--- config.mk ---
export PLATFORM = sky130hd
export DESIGN_NAME = ps2_host_tx
export DESIGN_NICKNAME = d
export VERILOG_FILES = /design/src/rtl/ps2_host_tx.sv
export SDC_FILE = /design/constraint.sdc
export NUM_CORES = 1
export LEC_CHECK = 0
export CAP_MARGIN = 20
export CORE_MARGIN = 3
export CORE_UTILIZATION = 53
export DETAILED_ROUTE_END_ITERATION = 8
export PLACE_DENSITY = 0.76
export SLEW_MARGIN = 0
export SYNTH_ARGS = -nofsm -noshare
export SYNTH_HDL_FRONTEND = slang
export SYNTH_SLANG_ARGS = --single-unit
--- constraint.sdc ---
create_clock -name clk_chipset -period 2.2 [get_ports clk_chipset]
set_input_delay 0.22 -clock clk_chipset [delete_from_list [all_inputs] [get_ports clk_chipset]]
set_output_delay 0.22 -clock clk_chipset [all_outputs]
set_load 0.1 [all_outputs]
--- src/rtl/ps2_host_tx.sv ---
`default_nettype none
// ============================================================================
// Module   : ps2_host_tx
// Purpose  : Host-to-device PS/2 transmitter for the keyboard port. Sends one
//            command byte (start, 8 data bits LSB first, odd parity, stop),
//            then checks the device ACK. Open-drain style: a line is only
//            ever pulled low through its *_oe output.
// Ports    : clk_chipset    - system clock, rising edge
//            reset          - synchronous, active-high
//            tx_data[7:0]   - command byte, latched on accept
//            tx_valid       - request, accepted when tx_valid && tx_ready
//            tx_ready       - high only while idle
//            tx_done        - 1-cycle pulse, frame sent and ACK seen
//            tx_error       - 1-cycle pulse, timeout or missing ACK
//            ps2_clk_i      - raw PS/2 clock pin (asynchronous)
//            ps2_data_i     - raw PS/2 data pin (asynchronous)
//            ps2_clk_oe     - 1 = pull PS/2 clock low
//            ps2_data_oe    - 1 = pull PS/2 data low
//            ps2_rx_inhibit - high whenever a transfer is in progress
// Revision : 1.0 - initial release
// ============================================================================
module ps2_host_tx #(
  parameter int CLK_HZ         = 50_000_000,
  parameter int INHIBIT_CYCLES = 6000,
  parameter int REQ_CYCLES     = 64,
  parameter int TIMEOUT_CYCLES = 750000,
  parameter int FILTER_CYCLES  = 8
) (
  input  logic       clk_chipset,
  input  logic       reset,
  input  logic [7:0] tx_data,
  input  logic       tx_valid,
  output logic       tx_ready,
  output logic       tx_done,
  output logic       tx_error,
  input  logic       ps2_clk_i,
  input  logic       ps2_data_i,
  output logic       ps2_clk_oe,
  output logic       ps2_data_oe,
  output logic       ps2_rx_inhibit
);

  // One shared counter times the inhibit, request and watchdog intervals.
  localparam int c_MAX_IR  = (INHIBIT_CYCLES > REQ_CYCLES) ? INHIBIT_CYCLES : REQ_CYCLES;
  localparam int c_CNT_MAX = (TIMEOUT_CYCLES > c_MAX_IR) ? TIMEOUT_CYCLES : c_MAX_IR;
  localparam int c_CW      = $clog2(c_CNT_MAX + 1);
  localparam int c_FW      = $clog2(FILTER_CYCLES + 1);

  localparam logic [c_CW-1:0] c_INH_LAST = c_CW'(INHIBIT_CYCLES - 1);
  localparam logic [c_CW-1:0] c_REQ_LAST = c_CW'(REQ_CYCLES - 1);
  localparam logic [c_CW-1:0] c_TO_LAST  = c_CW'(TIMEOUT_CYCLES - 1);
  localparam logic [c_FW-1:0] c_FLT_LAST = c_FW'(FILTER_CYCLES - 1);

  if (CLK_HZ <= 0 || FILTER_CYCLES < 1 || INHIBIT_CYCLES < 1 ||
      REQ_CYCLES < 1 || TIMEOUT_CYCLES < 1) begin : g_param_check
    $error("ps2_host_tx: all timing parameters must be positive");
  end

  typedef enum logic [2:0] {
    ST_IDLE      = 3'd0,
    ST_INHIBIT   = 3'd1,
    ST_REQ       = 3'd2,
    ST_SEND      = 3'd3,
    ST_ACK       = 3'd4,
    ST_WAIT_IDLE = 3'd5,
    ST_DONE      = 3'd6,
    ST_ERR       = 3'd7
  } state_t;

  state_t            state_q, state_d;
  logic [c_CW-1:0]   cnt_q, cnt_d;
  logic [9:0]        shreg_q, shreg_d;
  logic [3:0]        bitcnt_q, bitcnt_d;
  logic              clk_oe_q, clk_oe_d;
  logic              data_oe_q, data_oe_d;

  logic [1:0]        clk_sync_q;
  logic [1:0]        data_sync_q;
  logic              clk_filt_q;
  logic [c_FW-1:0]   filt_cnt_q;

  logic              w_clk_s;
  logic              w_data_s;
  logic              w_fall;

  assign w_clk_s  = clk_sync_q[1];
  assign w_data_s = data_sync_q[1];

  // A level change is accepted only after FILTER_CYCLES consecutive samples
  // that disagree with the current filtered level; the fall strobe fires on
  // the cycle that the filtered level drops.
  assign w_fall = clk_filt_q && !w_clk_s && (filt_cnt_q == c_FLT_LAST);

  always_ff @(posedge clk_chipset) begin
    if (reset) begin
      clk_sync_q  <= 2'b11;
      data_sync_q <= 2'b11;
      clk_filt_q  <= 1'b1;
      filt_cnt_q  <= '0;
    end else begin
      clk_sync_q  <= {clk_sync_q[0], ps2_clk_i};
      data_sync_q <= {data_sync_q[0], ps2_data_i};
      if (w_clk_s != clk_filt_q) begin
        if (filt_cnt_q == c_FLT_LAST) begin
          clk_filt_q <= w_clk_s;
          filt_cnt_q <= '0;
        end else begin
          filt_cnt_q <= filt_cnt_q + c_FW'(1);
        end
      end else begin
        filt_cnt_q <= '0;
      end
    end
  end

  always_ff @(posedge clk_chipset) begin
    if (reset) begin
      state_q   <= ST_IDLE;
      cnt_q     <= '0;
      shreg_q   <= '0;
      bitcnt_q  <= '0;
      clk_oe_q  <= 1'b0;
      data_oe_q <= 1'b0;
    end else begin
      state_q   <= state_d;
      cnt_q     <= cnt_d;
      shreg_q   <= shreg_d;
      bitcnt_q  <= bitcnt_d;
      clk_oe_q  <= clk_oe_d;
      data_oe_q <= data_oe_d;
    end
  end

  // Line enables are computed together with the next state so they come
  // straight from flops and change on the same edge as the state.
  always_comb begin
    state_d   = state_q;
    cnt_d     = cnt_q;
    shreg_d   = shreg_q;
    bitcnt_d  = bitcnt_q;
    clk_oe_d  = 1'b0;
    data_oe_d = 1'b0;

    case (state_q)
      ST_IDLE: begin
        if (tx_valid) begin
          state_d  = ST_INHIBIT;
          cnt_d    = '0;
          shreg_d  = {1'b1, ~^tx_data, tx_data};
          bitcnt_d = '0;
          clk_oe_d = 1'b1;
        end
      end

      ST_INHIBIT: begin
        clk_oe_d = 1'b1;
        if (cnt_q == c_INH_LAST) begin
          state_d   = ST_REQ;
          cnt_d     = '0;
          data_oe_d = 1'b1;
        end else begin
          cnt_d = cnt_q + c_CW'(1);
        end
      end

      ST_REQ: begin
        data_oe_d = 1'b1;
        if (cnt_q == c_REQ_LAST) begin
          state_d = ST_SEND;
          cnt_d   = '0;
        end else begin
          clk_oe_d = 1'b1;
          cnt_d    = cnt_q + c_CW'(1);
        end
      end

      ST_SEND: begin
        // Start bit is already on the line; each device fall moves the next
        // frame bit out, the tenth one leaves the stop bit (line released).
        data_oe_d = data_oe_q;
        if (w_fall) begin
          data_oe_d = ~shreg_q[0];
          shreg_d   = {1'b1, shreg_q[9:1]};
          bitcnt_d  = bitcnt_q + 4'd1;
          cnt_d     = '0;
          if (bitcnt_q == 4'd9) begin
            state_d = ST_ACK;
          end
        end else if (cnt_q == c_TO_LAST) begin
          state_d   = ST_ERR;
          data_oe_d = 1'b0;
        end else begin
          cnt_d = cnt_q + c_CW'(1);
        end
      end

      ST_ACK: begin
        if (w_fall) begin
          cnt_d   = '0;
          state_d = w_data_s ? ST_ERR : ST_WAIT_IDLE;
        end else if (cnt_q == c_TO_LAST) begin
          state_d = ST_ERR;
        end else begin
          cnt_d = cnt_q + c_CW'(1);
        end
      end

      ST_WAIT_IDLE: begin
        if (clk_filt_q && w_data_s) begin
          state_d = ST_DONE;
        end else if (cnt_q == c_TO_LAST) begin
          state_d = ST_ERR;
        end else begin
          cnt_d = cnt_q + c_CW'(1);
        end
      end

      ST_DONE: state_d = ST_IDLE;
      ST_ERR:  state_d = ST_IDLE;

      default: state_d = ST_IDLE;
    endcase
  end

  assign tx_ready       = (state_q == ST_IDLE);
  assign tx_done        = (state_q == ST_DONE);
  assign tx_error       = (state_q == ST_ERR);
  assign ps2_rx_inhibit = (state_q != ST_IDLE);
  assign ps2_clk_oe     = clk_oe_q;
  assign ps2_data_oe    = data_oe_q;

endmodule
`default_nettype wire

# Word level (Yosys, flattened, before mapping)
# Index checks and enable logic that the tools add are counted.
dict set report word_totals {
  input_bits 13
  reg_bits 48
  output_inout_bits 6
  elab_cells 81
}
dict set report op_classes {
  n_bitwise 2
  reduce_logical 16
  muxes 30
  add_sub_neg 3
  eq_ne 20
}
# operator n
set ops {}
lappend ops {{$mux W20} 6}
lappend ops {{$pmux W20 S5} 1}
lappend ops {{$mux W3} 8}
lappend ops {{$pmux W3 S7} 1}
lappend ops {{$add A20 B1 Y20 const B} 1}
lappend ops {{$eq A20 B13 Y1 const B} 1}
lappend ops {{$eq A20 B20 Y1 const B} 1}
lappend ops {{$eq A20 B6 Y1 const B} 1}
lappend ops {{$mux W10} 2}
lappend ops {{$pmux W10 S2} 1}
lappend ops {{$eq A3 B3 Y1 const B} 4}
lappend ops {{$ne A2 B2 Y1 const B} 5}
lappend ops {{$add A4 B1 Y4 const B} 2}
lappend ops {{$mux W4} 2}
lappend ops {{$pmux W4 S2} 1}
lappend ops {{$reduce_xnor A8 Y1} 1}
lappend ops {{$eq A3 B2 Y1 const B} 2}
lappend ops {{$ne A3 B3 Y1 const B} 2}
lappend ops {{$pmux W1 S3} 2}
lappend ops {{$reduce_and A3 Y1} 2}
lappend ops {{$mux W1} 5}
lappend ops {{$reduce_bool A5 Y1} 1}
lappend ops {{$eq A4 B3 Y1 const B} 1}
lappend ops {{$eq A4 B4 Y1 const B} 1}
lappend ops {{other kinds (13)} 17}

# Longest topological paths before layout
dict set report depth {
  depth_word 5
  ltp_mapped 9
  depth_no_buf 8
}

# Worst setup path after synthesis
# No wires, ideal clock.
dict set report synth_timing {
  path_kind {register to register}
  startpoint {register state_q[2]}
  endpoint {register shreg_q[1]}
  arrival_ps 2768
  period_less_slack_ps 2896
  stages_incl_launch_ff 9
  setup_ps 128
  path_slack_ps -696
  required_time_ps 2072
  path_buffers 2
  cell_sequence {dfxtp_1 clkbuf_1 or3_1 inv_2 a21oi_1 clkbuf_1 nor2_1 a21oi_1 nor2_1}
}
dict set report synth_between {
  elab_chain_cells 3
  word_cells_on_any_way 7
  cone_classes {eq/ne (3); mux (1); reduce/logical (3)}
}
# item line
set synth_rtl {}
lappend synth_rtl {{start, declared} 70} ;# state_t state_q, state_d;
lappend synth_rtl {{start signal, assigned} 125} ;# state_q <= state_d;
lappend synth_rtl {{$logic_not A3 Y1 *} -}
lappend synth_rtl {{net tx_ready} 33} ;# output logic tx_ready,
lappend synth_rtl {{$ne A2 B2 Y1 (no line) / $reduce_bool A2 Y1 (equally long branches)} -}
lappend synth_rtl {{$reduce_and A3 Y1 (no line)} -}
lappend synth_rtl {{end signal, assigned} 127} ;# shreg_q <= shreg_d;
lappend synth_rtl {{end, declared} 72} ;# logic [9:0] shreg_q, shreg_d;
# The timed path passes the listed nets; every way through them passes the cells marked *.
# A chain may end at the register's enable or synchronous reset.

# Worst setup path in the final report
dict set report layout_timing {
  startpoint {register cnt_q[0]}
  endpoint {register cnt_q[4]}
}
dict set report layout_between {
  elab_chain_cells 4
  word_cells_on_any_way 10
  cone_classes {add/sub (1); eq/ne (3); mux (6)}
}
# item line
set layout_rtl {}
lappend layout_rtl {{start, declared} 71} ;# logic [c_CW-1:0] cnt_q, cnt_d;
lappend layout_rtl {{start signal, assigned} 126} ;# cnt_q <= cnt_d;
lappend layout_rtl {{$add A20 B1 Y20 / $eq A20 B20 Y1 (equally long branches)} -}
lappend layout_rtl {{$mux W20} {189, 201, 211}}
lappend layout_rtl {{$mux W20 (on tied branches)} {209, 198}}
lappend layout_rtl {{$pmux W20 S5 *} 144} ;# case (state_q)
# Every way passes the cells marked *; elsewhere a longest branch is shown, timed or not. The select of a mux whose other input is x is not followed.

==> flow_metrics.tcl <==
set metrics [dict create \
    p_int_mw 2.13 \
    grt_pass1_vias 2531 \
    antenna_violating_nets_post_route 0 \
    fin_ws_ps -70.8 \
    first_pass_iters 5 \
    synth_seq_cells 48 \
    synth_top_area_cell "dfxtp_1" \
    holdBufCountCts 0 \
    ios 19 \
    min_period_ps 2270 \
    relSlewSlack_pct 73.7 \
    status "finished, violations left" \
    rsz0062_at_grt "yes" \
    vias_per_cell 6.18 \
    overflow 0 \
    place_area_mm2 0.00325 \
    endpoint_kind "flip-flop" \
    fp.dieH_um 76.1 \
    ctsLongestPathBuffers 2 \
    setup_viol 15 \
    syn_area_mm2 0.00261 \
    startpoint_type "flip-flop" \
    min_period_over_period_pct 103 \
    clkPwrFrac_pct 17.2 \
    cts_tree "done" \
    synthMuxAreaShare_pct 3.07 \
    synth_adder_area_share_pct 2.40 \
    path_clk_slew_ps 80 \
    synth_top_area_share_pct 36.9 \
    wl_per_cell_um 17.0 \
    ir_drop_mv 0.701 \
    p_per_area_mw_per_mm2 1040 \
    power.switching_mw 1.56 \
    final-max-slew-violation-count 0 \
    cts_buffers 5 \
    synth_area_leaders "dfxtp_1, nor2_1, a21oi_1, o21ai_0, mux2i_1" \
    dp_hpwl_um 5160 \
    yosys_warnings 0 \
    crit_type "flip-flop to flip-flop" \
    synth_xor_area_share_pct 4.03 \
    crit_arrival_ps 2490 \
    die_w_um 76.1 \
    numPortBuffers 18 \
    grt_max_degree 22 \
    synth-main-ff-cell "dfxtp_1" \
    area_growth_pct 36.6 \
    first_iter_violations 273 \
    h-tree-depth 2 \
    synth_top_family_by_area "simple AND/OR/NAND/NOR gates" \
    p_seq_share_pct 27.7 \
    fin_area_mm2 0.00356 \
    gp_congestion 0.910 \
    total_power_mw 3.69 \
    worst_slew_pin_slew_ps 390 \
    hp-class "flip-flop to flip-flop" \
    groute.usage.overall_pct 25.0 \
    die-area_mm2 0.00580 \
    cellLeakagePower_nw 1.41 \
    switching_share_pct 42.2 \
    cts-root-buf "clkbuf_8" \
    coreArea_mm2 0.00453 \
    postRouteWirelength_um 7760 \
    clock-sinks 48 \
    p_comb_share_pct 55.1 \
    seq_area_frac_synth_pct 36.9 \
    initial_core_util_pct 57.5 \
    finalNetCount 409 \
    clock_latency_ps 300 \
    fin_cells 457 \
    syn_inst 321 \
    drc 0 \
    maxCapViolations 0 \
    diodes 0 \
    finalSetupTns_ps -439 \
    hold_violations 0 \
    worst_hold_slack_ps 419 \
    grt_pass1_wl_um 12000 \
    synth_cell_type_count 54 \
    drive_gt1_share_pct 27.3 \
    cp_max_fo 5 \
    synth-simple-area-share_pct 26.8 \
    synth.net_count 339 \
    required_ps 2420 \
    post-route-util_pct 78.5 \
    dr_total_vias 2826 \
    avgSynthCellArea_um2 8.12 \
    max_freq_mhz 440 \
    nFillCells 308 \
    rows 24 \
    synth_edf_count 0 \
    synthArstFlopShare_pct 0 \
    clock_skew_ps 6.19 \
    grt_antenna_before_repair 0 \
    synth_compound_area_share_pct 23.7 \
    synth.most_common_cell "dfxtp_1" \
    reg2reg_slack_ps -70 \
    dp_cells 442 \
    violations "setup timing" \
    dp_slack_ps -116 \
    ys_top_cells_by_count "dfxtp_1, nor2_1, a21oi_1" \
]
path summary, 6_finish.rpt:
| check | from | end | cells after the start |
|---|---|---|---|
| worst max-delay path | cnt_q[0] | cnt_q[4] | 10 |
| worst min-delay path | clk_sync_q[0] | clk_sync_q[1] | 1 |
| worst max register to register | cnt_q[0] | cnt_q[4] | 10 |
| worst min register to register | clk_sync_q[0] | clk_sync_q[1] | 1 |
area by class of cell:
type | instances | area [um2] | area share (%)
Multi-Input combinational cell | 251 | 1700 | 47.6
Timing Repair Buffer | 76 | 673 | 18.9
Inverter | 9 | 38.8 | 1.09
Tap cell | 65 | 81.3 | 2.28
Clock inverter | 2 | 35.0 | 0.984
Clock buffer | 6 | 72.6 | 2.04
Sequential cell | 48 | 965 | 27.1
power by group through the flow:
stage / Sequential (mW) / Combinational (mW) / Clock (mW)
after CTS: 1.02 / 1.80 / 0.642
after global placement: 1.03 / 1.71 / 0
after detailed placement: 1.04 / 1.75 / 0
after floorplan: 1.11 / 0.995 / 0
final: 1.02 / 2.03 / 0.635
after global routing: 1.03 / 2.14 / 0.666
cells by family (layout without fill, tap and decap cells):
group / Yosys count / in the layout
compound gates: 93 / 93
flops: 48 / 48
simple gates: 133 / 133
xor+xnor: 12 / 12
fa+ha+maj: 5 / 5
mux: 8 / 8
buf+inv: 22 / 93
what timing repair did:
item,4_1_cts,5_1_grt
pin swaps,1,18
endpoints found under the setup margin,14,23
gates resized for setup,5,30
buffers inserted,1,6
worst max-delay path: stages (launching register included):
cell     delay, ps
dfxtp_1        350
ha_1           180
buf_4          120
nand3_1        200
nor2_4         210
nand3_1        190
buf_4          220
o31ai_1        230
buf_4          200
o21ai_0        130
o32ai_2        150
placed cells by master, fill, tap and decap left out, types with 3 or more instances in the layout:
cell	netlist	layout
buf_4	0	55
dfxtp_1	48	45
nor2_1	43	40
a21oi_1	30	26
nand2_1	21	21
o21ai_0	19	15
nand3_1	13	12
clkdlybuf4s50_1	0	12
xnor2_1	9	9
inv_1	8	8
mux2i_1	8	8
nor3_1	8	8
and3_1	6	6
o21ai_1	4	6
nor4_1	6	6
nor2b_1	5	5
or3_1	6	5
a31oi_1	5	5
ha_1	5	5
clkbuf_8	0	5
or2_2	4	4
nand4_1	4	4
a21oi_2	0	4
buf_12	0	4
buf_6	0	4
nand3b_1	3	3
a211oi_1	4	3
nor4_4	1	3
o31ai_1	3	3
xor2_1	3	3
dfxtp_2	0	3
routing by layer:
metal	track usage [%]	part of all wire, %
met1	34.4	42
met3	5.32	8.6
met2	39.5	46
met4	7.25	2.8
met5	0	0
sequential cells by signal (all words and copies together), names as in the netlist:
signal,cells
shreg_q,10
ps2_clk_oe,1
state_q,3
cnt_q,20
ps2_data_oe,1
bitcnt_q,4
filt_cnt_q,4
clk_filt_q,1
data_sync_q,2
clk_sync_q,2
Power figures use the tool's default switching activity.
